## config.mk

```make
export PLATFORM = sky130hd
export DESIGN_NAME = vga_frame_monitor
export DESIGN_NICKNAME = d
export VERILOG_FILES = /design/src/rtl/vga_frame_monitor.sv
export SDC_FILE = /design/constraint.sdc
export NUM_CORES = 1
export LEC_CHECK = 0
export CAP_MARGIN = 0
export CORE_MARGIN = 2
export CORE_UTILIZATION = 50
export CTS_BUF_LIST = sky130_fd_sc_hd__clkbuf_8 sky130_fd_sc_hd__clkbuf_16
export DETAILED_ROUTE_END_ITERATION = 8
export PLACE_DENSITY = 0.81
export SLEW_MARGIN = 20
export SYNTH_ARGS = -nofsm -noshare
export SYNTH_HDL_FRONTEND = slang
export SYNTH_SLANG_ARGS = --single-unit
export TNS_END_PERCENT = 100
```

## constraint.sdc

```tcl
create_clock -name pclk -period 5.8 [get_ports pclk]
set_input_delay 0.87 -clock pclk [delete_from_list [all_inputs] [get_ports pclk]]
set_output_delay 0.87 -clock pclk [all_outputs]
set_load 0.05 [all_outputs]
```

## src/rtl/vga_frame_monitor.sv

```systemverilog
// -----------------------------------------------------------------------------
// vga_frame_monitor
//
// VGA timing and content monitor on the pixel-clock domain. It locks to the
// vertical sync, measures line period, HS width, lines per frame and VS width
// against the parameters, and produces a per-frame pixel signature. After
// FRAMES complete frames it raises done and freezes every result until reset.
//
// Optional build macro: MON_CRC_EN
//   defined   : frame_sum is CRC-16-CCITT (poly 0x1021, init 0xFFFF, MSB
//               first) over the 12-bit {r,g,b} sample of every cycle,
//               re-initialised at each VS leading edge.
//   undefined : frame_sum is the 16-bit wrap-around sum of {4'b0,r,g,b}.
//
// Ports:
//   pclk      in   pixel clock, sole clock
//   rst       in   asynchronous active-high reset
//   hs, vs    in   sync inputs from the observed design (active level SYNC_POL)
//   r, g, b   in   4-bit colour components
//   done      out  FRAMES frames measured (sticky)
//   frame_cnt out  completed frames, saturating at 16'hFFFF
//   frame_sum out  signature of the last completed frame
//   sum_valid out  one-cycle pulse when frame_sum/frame_cnt update
//   h_err     out  sticky: HS period != H_TOTAL
//   hsw_err   out  sticky: HS width != H_SYNC_LEN
//   v_err     out  sticky: lines per frame != V_TOTAL
//   vsw_err   out  sticky: VS width (in HS leading edges) != V_SYNC_LEN
//   err_line  out  line index of the first h_err/hsw_err
//
// sum_valid is a pure valid qualifier without a ready: frame_sum and
// frame_cnt are meaningful in the cycle sum_valid is high and are held
// afterwards; the monitor can never be stalled by its consumer.
// -----------------------------------------------------------------------------
module vga_frame_monitor #(
    parameter int H_TOTAL    = 1056,
    parameter int V_TOTAL    = 628,
    parameter int H_SYNC_LEN = 128,
    parameter int V_SYNC_LEN = 4,
    parameter int SYNC_POL   = 1,
    parameter int FRAMES     = 2
) (
    input  logic        pclk,
    input  logic        rst,
    input  logic        hs,
    input  logic        vs,
    input  logic [3:0]  r,
    input  logic [3:0]  g,
    input  logic [3:0]  b,
    output logic        done,
    output logic [15:0] frame_cnt,
    output logic [15:0] frame_sum,
    output logic        sum_valid,
    output logic        h_err,
    output logic        hsw_err,
    output logic        v_err,
    output logic        vsw_err,
    output logic [15:0] err_line
);

    typedef enum logic [1:0] {
        S_WAIT_INACTIVE = 2'd0,
        S_WAIT_EDGE     = 2'd1,
        S_MEASURE       = 2'd2,
        S_DONE          = 2'd3
    } state_t;

    localparam logic        ACT         = (SYNC_POL != 0);
    localparam logic [15:0] H_LAST      = 16'(H_TOTAL - 1);
    localparam logic [15:0] HS_LAST     = 16'(H_SYNC_LEN - 1);
    localparam logic [15:0] V_EXP       = 16'(V_TOTAL);
    localparam logic [15:0] VS_EXP      = 16'(V_SYNC_LEN);
    localparam logic [15:0] FRAMES_LAST = 16'(FRAMES - 1);

`ifdef MON_CRC_EN
    localparam logic [15:0] ACC_INIT = 16'hFFFF;

    // Twelve unrolled MSB-first CRC-16-CCITT bit steps.
    function automatic logic [15:0] crc12_step(input logic [15:0] crc_in,
                                               input logic [11:0] data);
        logic [15:0] c;
        c = crc_in;
        for (int i = 11; i >= 0; i--) begin
            if (c[15] ^ data[i])
                c = {c[14:0], 1'b0} ^ 16'h1021;
            else
                c = {c[14:0], 1'b0};
        end
        return c;
    endfunction
`else
    localparam logic [15:0] ACC_INIT = 16'h0000;
`endif

    // ------------------------------------------------------------------
    // Input stage: one register for everything, a second for the syncs so
    // edges are detected on the registered copies.
    // ------------------------------------------------------------------
    logic        hs_q, hs_qq, vs_q, vs_qq;
    logic [11:0] pix_q;

    always_ff @(posedge pclk or posedge rst) begin
        if (rst) begin
            // Parked at the inactive level so reset release cannot fake an edge.
            hs_q  <= ~ACT;
            hs_qq <= ~ACT;
            vs_q  <= ~ACT;
            vs_qq <= ~ACT;
            pix_q <= 12'h000;
        end else begin
            hs_q  <= hs;
            hs_qq <= hs_q;
            vs_q  <= vs;
            vs_qq <= vs_q;
            pix_q <= {r, g, b};
        end
    end

    logic hs_lead, hs_trail, vs_lead, vs_trail, vs_act;

    assign hs_lead  = (hs_q == ACT) && (hs_qq != ACT);
    assign hs_trail = (hs_q != ACT) && (hs_qq == ACT);
    assign vs_lead  = (vs_q == ACT) && (vs_qq != ACT);
    assign vs_trail = (vs_q != ACT) && (vs_qq == ACT);
    assign vs_act   = (vs_q == ACT);

    // ------------------------------------------------------------------
    // FSM
    // ------------------------------------------------------------------
    state_t state, state_nxt;

    always_ff @(posedge pclk or posedge rst) begin
        if (rst)
            state <= S_WAIT_INACTIVE;
        else
            state <= state_nxt;
    end

    always_comb begin
        state_nxt = state;
        case (state)
            S_WAIT_INACTIVE: if (!vs_act) state_nxt = S_WAIT_EDGE;
            S_WAIT_EDGE:     if (vs_lead) state_nxt = S_MEASURE;
            S_MEASURE:       if (vs_lead && frame_cnt == FRAMES_LAST) state_nxt = S_DONE;
            S_DONE:          state_nxt = S_DONE;
            default:         state_nxt = S_WAIT_INACTIVE;
        endcase
    end

    always_comb begin
        done = (state == S_DONE);
    end

    // ------------------------------------------------------------------
    // Measurement datapath
    // ------------------------------------------------------------------
    logic [15:0] h_cnt;
    logic        h_valid;
    logic [15:0] line_cnt;
    logic [15:0] vs_lines;
    logic [15:0] acc;
    logic [15:0] acc_next;
    logic        set_h, set_hw;

`ifdef MON_CRC_EN
    assign acc_next = crc12_step(acc, pix_q);
`else
    assign acc_next = acc + {4'b0000, pix_q};
`endif

    // h_valid masks the first HS edge after lock, whose period is unknown,
    // and any trailing edge seen before a leading edge was measured.
    assign set_h  = hs_lead  && h_valid && (h_cnt != H_LAST);
    assign set_hw = hs_trail && h_valid && (h_cnt != HS_LAST);

    always_ff @(posedge pclk or posedge rst) begin
        if (rst) begin
            h_cnt     <= 16'd0;
            h_valid   <= 1'b0;
            line_cnt  <= 16'd0;
            vs_lines  <= 16'd0;
            acc       <= 16'd0;
            frame_cnt <= 16'd0;
            frame_sum <= 16'd0;
            sum_valid <= 1'b0;
            h_err     <= 1'b0;
            hsw_err   <= 1'b0;
            v_err     <= 1'b0;
            vsw_err   <= 1'b0;
            err_line  <= 16'd0;
        end else begin
            sum_valid <= 1'b0;
            case (state)
                S_WAIT_EDGE: begin
                    if (vs_lead) begin
                        // A coincident HS edge opens line 1 of the first frame,
                        // matching how later frames count it.
                        h_cnt    <= 16'd0;
                        h_valid  <= hs_lead;
                        line_cnt <= hs_lead ? 16'd1 : 16'd0;
                        vs_lines <= hs_lead ? 16'd1 : 16'd0;
                        acc      <= ACC_INIT;
                    end
                end
                S_MEASURE: begin
                    h_cnt <= h_cnt + 16'd1;
                    acc   <= acc_next;

                    if (hs_lead) begin
                        h_cnt   <= 16'd0;
                        h_valid <= 1'b1;
                    end
                    if (set_h)
                        h_err <= 1'b1;
                    if (set_hw)
                        hsw_err <= 1'b1;
                    // Reports the line being measured when the fault shows up.
                    if ((set_h || set_hw) && !h_err && !hsw_err)
                        err_line <= line_cnt;

                    if (vs_lead)
                        vs_lines <= hs_lead ? 16'd1 : 16'd0;
                    else if (vs_act && hs_lead)
                        vs_lines <= vs_lines + 16'd1;
                    if (vs_trail && vs_lines != VS_EXP)
                        vsw_err <= 1'b1;

                    // VS closes the frame first; a coincident HS edge then
                    // becomes line 1 of the new frame.
                    if (vs_lead) begin
                        if (line_cnt != V_EXP)
                            v_err <= 1'b1;
                        line_cnt  <= hs_lead ? 16'd1 : 16'd0;
                        if (frame_cnt != 16'hFFFF)
                            frame_cnt <= frame_cnt + 16'd1;
                        frame_sum <= acc_next;
                        sum_valid <= 1'b1;
                        acc       <= ACC_INIT;
                    end else if (hs_lead) begin
                        line_cnt <= line_cnt + 16'd1;
                    end
                end
                default: ;
            endcase
        end
    end

endmodule

```

Word level (Yosys, flattened, before mapping)
Cells that the tools add are included.

Flip-flop bits (word level): 136. Output and inout port bits: 54. Logic and storage cells: 95.

Add/sub/neg operators: 5. Eq/ne operators: 15. Multiplexer cells: 22. Bitwise logic cells: 4. Reduce and logical (&&, ||, !) cells: 30.

Operator list (number): 16-bit two-way mux (8); 16-bit case mux with 2 select lines (4); 16-bit by 1-bit adder with 16-bit output, second input constant (4); 3-bit AND reduction (6); 16-bit by 12-bit adder with 16-bit output (1); 16-bit by 1-bit equality test with 1-bit output, second input constant (1); 16-bit by 10-bit != test with 1-bit output, second input constant (1); 16-bit by 11-bit != test with 1-bit output, second input constant (1); 16-bit != test, second input constant (1); 16-bit by 3-bit != test with 1-bit output, second input constant (1); 16-bit by 7-bit != test with 1-bit output, second input constant (1); 1-bit logical AND (13); 2-bit AND reduction (6); 2-bit != test, second input constant (4); 2-bit case mux with 4 select lines (1); 2-bit two-way mux (3); 3-bit != test, second input constant (2); 1-bit two-way mux (5); 2-bit equality test, second input constant (2); 1-bit inverter (4); 2-bit by 1-bit equality test with 1-bit output, second input constant (1); 1-bit logical NOT (2); 2-bit logical NOT (1); 1-bit case mux with 2 select lines (1); other kinds (2) (2).

Logic depth before layout (Yosys ltp)
Depth in word-level cells: 8. Mapped depth: 9.

Worst setup path before layout
OpenSTA, ideal clock, no wires.

Path type: reg-to-reg. From: register acc[0]. To: register frame_sum[14]. Library setup time: 0.134 ns. Arrival time: 2.168 ns. Required time: 5.666 ns. Path slack: 3.498 ns. Cell stages (with the launch flop): 9. Clock period less this slack: 2.302 ns. Path through: dfrtp_1 > ha_1 > fa_1 > a21o_1 > a311oi_2 > nor3_1 > o311ai_2 > xnor2_1 > o21ai_0.

Cells in the longest elaborated chain, start to end: 1.

RTL lines: start, declared (RTL line 160) `logic [15:0] acc;`; start signal, assigned (RTL line 206) `acc <= acc_next;`; 16-bit by 12-bit adder with 16-bit output (RTL line 167) `assign acc_next = acc + {4'b0000, pix_q};`; end signal, assigned (RTL line 235) `frame_sum <= acc_next;`; end, declared (RTL line 51) `output logic [15:0] frame_sum,`.

Every way passes these cells. A chain may end at the register's enable or synchronous reset.

Worst setup path in the final report
From: register state[1]. To: output port done.

Cells in the longest elaborated chain, start to end: 1.

RTL lines: start, declared (RTL line 129) `state_t state, state_nxt;`; start signal, assigned (RTL line 135) `state <= state_nxt;`; 2-bit equality test (RTL line 150) `done = (state == S_DONE);`; end, declared (RTL line 49) `output logic done,`.

Every way passes these cells.

==> impl_metrics.json <==
{
  "finalSetupTns_ns": 0,
  "fin_hold_ws_ns": 0.444,
  "post_cts_buffers": 0,
  "yosysWarnings": 0,
  "yosysTopAreaCell": "dfrtp_1",
  "io-pin-count": 70,
  "routed_via_density": 5.63,
  "track_usage_pct": 21.3,
  "timing.final.ws_setup_ns": 2.97,
  "switching_share_pct": 36.6,
  "holdCritPathClass": "reg -> reg",
  "clock-sinks": 136,
  "power.share.clock_pct": 33.0,
  "cp.required_ns": 4.93,
  "worst_clock_skew_ns": 0.00555,
  "cts-htree-levels": 4,
  "dpl-instance-area_um2": 7260,
  "final_nets": 735,
  "outcome": "completed",
  "ys_ff_latch": 136,
  "yosysTopAreaCellShare_pct": 53.1,
  "r2r-end": "frame_cnt[12]",
  "syn_avg_cell_area_um2": 10.3,
  "finalCritPeriodShare_pct": 48.9,
  "ys.flop_type": "dfrtp_1",
  "ir_drop_uv": 319,
  "tightestPinTransition_ns": 1.04,
  "finalInstanceArea_um2": 7910,
  "switching_power_mw": 1.29,
  "routed_wl_um": 13700,
  "row_count": 41,
  "synthCells": 625,
  "drt_pass1_iterations": 5,
  "endpoint": "done",
  "synth_fp_nets": 661,
  "die_area_um2": 13700,
  "drtIter0Drc": 316,
  "die_height_um": 117,
  "dp_slack_ns": 3.02,
  "wl_per_cell_um": 15.6,
  "hpwl_um": 9240,
  "drcViolationCount": 0,
  "startpoint": "state[1]",
  "worstSkewPairLatency_ns": 0.41,
  "arrival_ns": 1.96,
  "start_util_pct": 51.0,
  "cts-buffers-inserted": 17,
  "synth_area_um2": 6410,
  "post-route-util_pct": 62.9,
  "cts_hold_buf": 0,
  "yosysSeqAreaShare_pct": 53.1,
  "synth.area.top_cells": "dfrtp_1 (53%), xor2_1 (4.4%), nand2_1 (4.3%)",
  "combPwrFrac_pct": 32.0,
  "cp_max_fo": 12,
  "drive_gt1_share_pct": 8.57,
  "reg2reg_setup_slack_ns": 3.06,
  "antenna_found_initial": 0,
  "synthArstFlopShare_pct": 100,
  "relSlewSlack_pct": 30.7,
  "fillers": 971,
  "max_freq_mhz": 353,
  "crit_type": "reg -> out",
  "cp-end-kind": "output pin",
  "synth_edf_count": 0,
  "timing.rr.start": "state[1]",
  "rr_worst_depth": 8,
  "syn_to_final_growth_pct": 23.3,
  "grt_pass1_wl_um": 23100,
  "overflow": 0,
  "setup_violations": 0,
  "die_w_um": 117,
  "ant_nets": 0,
  "clockBufferDepth": 2,
  "power_density_nw_per_um2": 445,
  "yosysUniqueCellTypes": 57,
  "leakagePower_nw": 3.43,
  "seq_power_share_pct": 35.0,
  "cts_tree": "built",
  "startpoint_type": "flop",
  "final_max_slew_viol_count": 0,
  "num_antenna_cells": 0,
  "fin_crit_ns": 2.83,
  "gp_congestion": 0.819,
  "port_buffers": 69,
  "clockRootBuffer": "clkbuf_16",
  "post_cts_resized": 0,
  "maxCapViolations": 0,
  "vias": 4980,
  "p_int_mw": 2.23,
  "hold_viol": 0,
  "grt_pass1_vias": 4943,
  "clk_pin_slew_ns": 0.06,
  "grt_max_degree": 92,
  "core_area_um2": 12600,
  "rsz0062_at_grt": "no"
}
[cells in the final DEF, fill, tap and decap left out, types with 15 or more instances in the layout]
cell type,instances
o21ai_0,51
nor2_1,52
xor2_1,32
clkdlybuf4s50_1,69
xnor2_1,19
clkbuf_16,17
nand4_1,20
inv_1,15
dfrtp_1,136
nand3_1,23
a21oi_1,34
mux2_2,16
nand2_1,74
ha_1,19
[routing by layer]
layer | global-route usage [%] | routed length [um] | share of wire, % | up-vias
li1 | - | - | - | 2364
met1 | 27.0 | 5890 | 43 | 2452
met2 | 35.9 | 6910 | 50 | 143
met3 | 5.25 | 721 | 5.2 | 21
met4 | 7.22 | 221 | 1.6 | 0
met5 | 0 | 0 | 0 | -
[power by group through the flow]
stage	sequential [mW]	clock, mW	combinational, mW
finish	1.23	1.16	1.13
global route	1.25	1.21	1.23
CTS	1.23	1.17	1.13
detailed placement	1.24	0	1.11
global placement	1.23	0	1.08
floorplan	1.46	0	0.560
[metrics by stage]
step | cells | total power, mW
after floorplan | 625 | 2.02
after global placement | 852 | 2.31
after detailed placement | 852 | 2.36
after CTS | 884 | 3.53
after global routing | 884 | 3.69
final | 884 | 3.52
[area by class of cell]
cell class              instances  area, um^2  area share (%)
flip-flops and latches        136        3400            43.0
multi-input cells             456        2870            36.3
repair buffers                 71         706            8.92
clock buffers                  19         453            5.73
well taps                     172         215            2.72
clock inverters                13         191            2.42
inverters                      17        68.8           0.870
[sequential cells by signal (all words and copies together), names as in the netlist, 2 cells and up]
name,count
frame_sum,16
frame_cnt,16
state,2
vs_lines,16
h_cnt,16
pix_q,12
acc,16
line_cnt,16
err_line,16
[worst max-delay path, cell delays in order (launching register included)]
cell and delay, ns:
dfrtp_1 0.52, and2_1 0.22, clkdlybuf4s50_1 0.81
[cell usage after synthesis, types with 6 or more instances]
| library cell | instances |
|---|---|
| a21oi_1 | 34 |
| a31oi_1 | 7 |
| and3_1 | 8 |
| clkbuf_1 | 11 |
| dfrtp_1 | 136 |
| ha_1 | 19 |
| inv_1 | 16 |
| mux2_2 | 16 |
| nand2_1 | 74 |
| nand2b_1 | 6 |
| nand3_1 | 23 |
| nand4_1 | 20 |
| nor2_1 | 52 |
| nor3_1 | 13 |
| nor4_1 | 10 |
| o21ai_0 | 51 |
| or3_1 | 10 |
| xnor2_1 | 19 |
| xor2_1 | 32 |
[worst min-delay path by stage]
stage	startpoint	endpoint	slack, ns	cells past startpoint
3_5_place_dp	hs_q	hs_qq	0.43	0
5_1_grt	hs_q	hs_qq	0.46	0
4_1_cts	hs_q	hs_qq	0.44	0
3_3_place_gp	hs_q	hs_qq	0.43	0
2_1_floorplan	hs_q	hs_qq	0.40	0
6_report	hs_q	hs_qq	0.44	0
[cells by family (layout without fill, tap and decap cells)]
logic type | count (synthesis) | in the layout | share of synthesized area [%]
and+or+nand+nor | 245 | 245 | 19.1
DFF | 136 | 136 | 53.1
AOI/OAI and AO/OA | 124 | 124 | 11.9
xor gates and xnor gates | 51 | 51 | 6.97
buffers and inverters | 33 | 120 | 2.15
adders and majority gates | 20 | 20 | 4.02
muxes | 16 | 16 | 2.81
Power figures use the tool's default switching activity.
==> patch 1: new RTL, same flow settings <==
The option `MON_CRC_EN` is turned on by a define.
--- a/src/rtl/vga_frame_monitor.sv
+++ b/src/rtl/vga_frame_monitor.sv
@@ -31,6 +31,8 @@
 // frame_cnt are meaningful in the cycle sum_valid is high and are held
 // afterwards; the monitor can never be stalled by its consumer.
 // -----------------------------------------------------------------------------
+`define MON_CRC_EN
+
 module vga_frame_monitor #(
     parameter int H_TOTAL    = 1056,
     parameter int V_TOTAL    = 628,
Check against the original RTL: not equivalent (Yosys sat finds a counterexample within 10 cycles, from zero or initial values and one cycle with rst high).
==> patch 1 against the unedited design <==
- synthesized cell count decreased by 3.4%
- largest cell class unchanged
- synthesized area decreased by 1.2%
- cell area down 2.0%
- sequential share of layout area is 0.87 points higher
- sequential cell count unchanged
- total power is 1.5% lower
- clock power is 9% lower
- routed wire length rose by 2.4%
- clock skew rose by 4.6 ps
- fmax shrank 4.9%
- setup slack got worse by 150 ps
==> patch 1: results (changes against the unedited design) <==
** Worst setup path
- The worst reg-to-reg path cell count is 5 (was 8).
- The maximum cell stage delay along the critical path came to 730 ps (was 810 ps).
- The slack of the worst reg-to-reg path was 2820 ps (was 3060 ps).
- The category of cells accounting for the largest share of critical-path delay is simple AND/OR/NAND/NOR gates (was buffers and inverters).
- The critical path's slowest cell is sky130_fd_sc_hd__nand2_1 (was sky130_fd_sc_hd__clkdlybuf4s50_1).
- Reg-to-reg critical path endpoint :: frame_cnt[15] (was frame_cnt[12])

** Detailed routing
- Count of vias placed by the detailed router :: 4963 (was 4980)
- Routed len/inst :: 16.37 um (was 15.55 um)
- The number of violations reported at the end of detailed-routing iteration 0 is 546 (was 316).

** Global routing
- The first-pass GRT wire length came to 22910 um (was 23110 um).
- The via count of the first global-routing pass was 4800 (was 4943).
- Met2 track utilization from global routing :: 0.3578 (was 0.3594)
- Met3 Usage GRT :: 0.05760 (was 0.05252)
- Fraction of met1 tracks used by global routing :: 0.2746 (was 0.2702)
- GRT Util Overall :: 0.2178 (was 0.2132)

** Yosys
- Top post-synthesis cells by count :: 136 x sky130_fd_sc_hd__dfrtp_1, 56 x sky130_fd_sc_hd__o21ai_0, 53 x sky130_fd_sc_hd__nor2_1 (was 136 x sky130_fd_sc_hd__dfrtp_1, 74 x sky130_fd_sc_hd__nand2_1, 52 x sky130_fd_sc_hd__nor2_1)
- Leading cell types by total area after synthesis :: sky130_fd_sc_hd__dfrtp_1 54%, sky130_fd_sc_hd__xor2_1 4.8%, sky130_fd_sc_hd__o21ai_0 4.4%, sky130_fd_sc_hd__xnor2_1 4.0%, sky130_fd_sc_hd__nor2_1 3.1% (was sky130_fd_sc_hd__dfrtp_1 53%, sky130_fd_sc_hd__xor2_1 4.4%, sky130_fd_sc_hd__nand2_1 4.3%, sky130_fd_sc_hd__o21ai_0 4.0%, sky130_fd_sc_hd__ha_1 3.7%)
- The average cell area after synthesis is 10.48 um^2 (was 10.26 um^2).
- The number of distinct standard cells referenced by the synthesized netlist came to 58 (was 57).
- Net count after synthesis :: 627 (was 661)
- The share of synthesized area occupied by flip-flops and latches is 0.5375 (was 0.5308).

** Power and ir drop
- Largest voltage drop on the vdd net :: 0.2905 mV (was 0.3185 mV)
- The leakage power is 0.003291 uW (was 0.003433 uW).

** Placement
- Worst slack at placement :: 2859 ps (was 3016 ps)
- Last weighted congestion value of the routability-driven placer :: 0.9013 (was 0.8191)
- The cell total after placement is 828 (was 852).
- The count of input and output buffers came to 69 (unchanged).

** STA
- Slew margin rel. :: 0.2940 (was 0.3072)
- The largest clock skew in the final design was 10.12 ps (was 5.548 ps).

** Clocking
- The clock latency reported for the late side of the worst-skew pair is 430 ps (was 410 ps).
- The buffer cell driving the clock tree root is sky130_fd_sc_hd__clkbuf_16 (unchanged).

** Layout
- The number of cells in the finished layout apart from fillers came to 860 (was 884).
- The fraction of layout cells with a size suffix above 1 is 0.08430 (was 0.08567).
- Fin nets :: 698 (was 735)

** Status
- Run status: finished clean (unchanged).
[patch 1: changes by cell type after synthesis, sizes merged, moves of 6 or more]
cell    before  now
o21ai       52   63
o211ai       1    8
nor3        13    7
xnor2       19   31
nand2       74   49
nand4       20   14
ha          19    7
[patch 1: worst max-delay path by stage]
stage	from	to	slack (ps)	depth (start not counted)
finish	state[1]	frame_cnt[15]	2820	5
global route	state[1]	frame_cnt[15]	2480	5
CTS	state[1]	frame_cnt[15]	2830	5
detailed placement	state[1]	frame_cnt[15]	2860	5
global placement	state[1]	frame_cnt[15]	3010	5
floorplan	rst	acc[0]	1290	1
[patch 1: kinds of logic after synthesis]
kind of cell / count (synthesis) / share of synthesized area
multiplexers: 17 / 0.03024
XOR/XNOR: 66 / 0.09367
adder cells (fa/ha/maj): 7 / 0.01383
AO/OA/AOI/OAI: 136 / 0.1348
flip-flops: 136 / 0.5375
buffers and inverters: 32 / 0.02292
AND/OR/NAND/NOR: 210 / 0.1670
[patch 1: per-stage QoR]
step                cell area (um^2)  utilization  hold WS (ps)  power [uW]
floorplan                       6331            -         381.6        2059
global placement                7166       0.5748         428.4        2365
detailed placement              7166       0.5748         438.2        2408
CTS                             7751       0.6218         455.4        3482
global route                    7751       0.6218         474.2        3628
finish                          7751       0.6218         464.0        3467
[patch 1: power by group]
part	switching, uW	internal (uW)
sequential	137	1100
clock	422	629
combinational	756	422
total	1310	2150
[patch 1: cell type report]
class,count,share of cell area
Clock buffer,20,0.06021
Clock inverter,12,0.01533
Inverter,11,0.005650
Multi-Input combinational cell,436,0.3590
Sequential cell,136,0.4391
Tap cell,172,0.02776
Timing Repair Buffer,73,0.09298
[patch 1: routing by layer]
layer,part of all wire,up-vias
li1,-,2301
met1,0.42,2461
met2,0.50,179
met3,0.059,22
met4,0.018,0
met5,0,-
==> patch 2: new RTL, same flow settings <==
Made on the original files. `pix_q` no longer has a reset.
--- a/src/rtl/vga_frame_monitor.sv
+++ b/src/rtl/vga_frame_monitor.sv
@@ -105,14 +105,16 @@
             hs_qq <= ~ACT;
             vs_q  <= ~ACT;
             vs_qq <= ~ACT;
-            pix_q <= 12'h000;
         end else begin
             hs_q  <= hs;
             hs_qq <= hs_q;
             vs_q  <= vs;
             vs_qq <= vs_q;
-            pix_q <= {r, g, b};
         end
+    end
+
+    always_ff @(posedge pclk) begin
+        pix_q <= {r, g, b};
     end
 
     logic hs_lead, hs_trail, vs_lead, vs_trail, vs_act;
Formal check against the unedited RTL: no difference found for any inputs over 4 cycles, from zero or initial values and one cycle with rst high; that may be too few to reach the edited logic, so the function may still have changed.
==> patch 2 against the unedited design <==
- routed wire length rose by 1.7%
- fmax increased by 0.51%
- sequential cell count is the same
- combinational power increased by 8%
- setup slack improved by 14 ps
- synthesized area is 1.4% higher
- global-route usage up 0.23 points
- hold slack worse by 7.9 ps
- final cell count up 0.68%
- total power is 1.7% higher
- count of clock-buffer cells in the layout increased by 1
- cell area rose by 0.30%
- largest cell class unchanged
- largest power group unchanged
- highest routed layer unchanged
==> patch 2: results (changes against the unedited design) <==
** Clocking
- Clk_lat worst skew :: 430 ps (was 410 ps)

** Yosys
- Proportion of synthesized chip area in sequential cells :: 0.5141 (was 0.5308)
- Top post-synthesis cells by count: 124 x sky130_fd_sc_hd__dfrtp_1, 72 x sky130_fd_sc_hd__nand2_1, 57 x sky130_fd_sc_hd__o21ai_0 (was 136 x sky130_fd_sc_hd__dfrtp_1, 74 x sky130_fd_sc_hd__nand2_1, 52 x sky130_fd_sc_hd__nor2_1).
- Net count after synthesis :: 671 (was 661)
- Post-synthesis async set-or-reset flop share :: 0.9118 (was 1.000)
- The number of distinct standard cells referenced by the synthesized netlist came to 60 (was 57).
- Leading cell types by total area after synthesis: sky130_fd_sc_hd__dfrtp_1 48%, sky130_fd_sc_hd__xnor2_1 4.7%, sky130_fd_sc_hd__o21ai_0 4.4%, sky130_fd_sc_hd__nand2_1 4.2%, sky130_fd_sc_hd__dfxtp_1 3.7% (was sky130_fd_sc_hd__dfrtp_1 53%, sky130_fd_sc_hd__xor2_1 4.4%, sky130_fd_sc_hd__nand2_1 4.3%, sky130_fd_sc_hd__o21ai_0 4.0%, sky130_fd_sc_hd__ha_1 3.7%).

** Global routing
- Vias in the first global route :: 5174 (was 4943)
- The first-pass GRT wire length is 24230 um (was 23110 um).
- Maximum number of pins on one net before global-route repair :: 78 (was 92)
- The overall track demand over capacity in global routing was 0.2155 (was 0.2132).

** Detailed routing
- Routed wire length :: 13980 um (was 13750 um)
- Initial DRC Count :: 389 (was 316)
- The average vias per placed instance was 5.630 (was 5.633).

** Worst setup path
- The origin of the critical flop-to-flop path was state[1] (unchanged).
- The maximum cell stage delay along the critical path is 830 ps (was 810 ps).
- Crit Path Max Fanout :: 11 (was 12)

** Status
- Run status :: finished clean (unchanged)

** Placement
- Worst slack at placement :: 3112 ps (was 3016 ps)
- Last weighted congestion value of the routability-driven placer :: 0.8617 (was 0.8191)

** STA
- Slew margin rel. :: 0.2830 (was 0.3072)
- Worst clock skew :: 8.220 ps (was 5.548 ps)

** Layout
- The final-layout fill cell count was 1037 (was 971).
- Ratio of cells with drive above 1 in the final layout :: 0.09471 (was 0.08567)

** Power and ir drop
- Leakage :: 0.003398 uW (was 0.003433 uW)
- The worst vdd rail ir drop is 0.3246 mV (was 0.3185 mV).

** Min path
- Hold WC Path Type :: flip-flop to flip-flop (unchanged)
[patch 2: worst paths after layout]
kind / end / slack [ps] / depth (start not counted)
max reg2reg: err_line[14] / 3190 / 5
min reg2reg: hs_qq / 440 / 0
max: done / 2980 / 2
min: hs_qq / 440 / 0
max in group asynchronous: vs_lines[0] / 3690 / 3
min in group asynchronous: frame_sum[3] / 970 / 2
[patch 2: critical path, delay by kind of cell (launching register included)]
| family | cells | cell delay [ps] |
|---|---|---|
| buffers and inverters | 1 | 830 |
| DFF | 1 | 520 |
| and+or+nand+nor | 1 | 190 |
[patch 2: metrics by stage]
stage          std cells  instance area, um^2  power [uW]
2_1_floorplan        635                 6502        2119
3_3_place_gp         858                 7313        2418
3_5_place_dp         858                 7313        2470
4_1_cts              890                 7929        3595
5_1_grt              890                 7931        3769
6_report             890                 7931        3581
[patch 2: cells by family after synthesis]
logic type	Yosys count	synth area share
compound gates	119	0.1158
flops	136	0.5141
simple gates	247	0.1913
mux	16	0.03348
buf+inv	40	0.02886
fa+ha+maj	20	0.03964
xor+xnor	57	0.07677
[patch 2: power by group]
part	leakage [uW]	total (uW)	internal [uW]	switching, uW
Combinational	0.00135	1220	415	809
Clock	0.000300	1110	707	403
Sequential	0.00175	1250	1100	147
Total	0.00340	3580	2220	1360
[patch 2: layout make-up]
cell class / count / area [um^2] / area share
Clock inverter: 12 / 148.9 / 0.01877
Multi-Input combinational cell: 459 / 2974 / 0.3750
Clock buffer: 20 / 466.7 / 0.05884
Tap cell: 172 / 215.2 / 0.02713
Sequential cell: 136 / 3343 / 0.4215
Inverter: 20 / 77.57 / 0.009781
Timing Repair Buffer: 71 / 705.7 / 0.08897
[patch 2: per-layer routing]
layer	track usage	routed length (um)	vias up
li1	-	-	2378
met1	0.2607	6100	2461
met2	0.3605	6859	144
met3	0.05814	683	28
met4	0.09639	335	0
met5	0	0	-
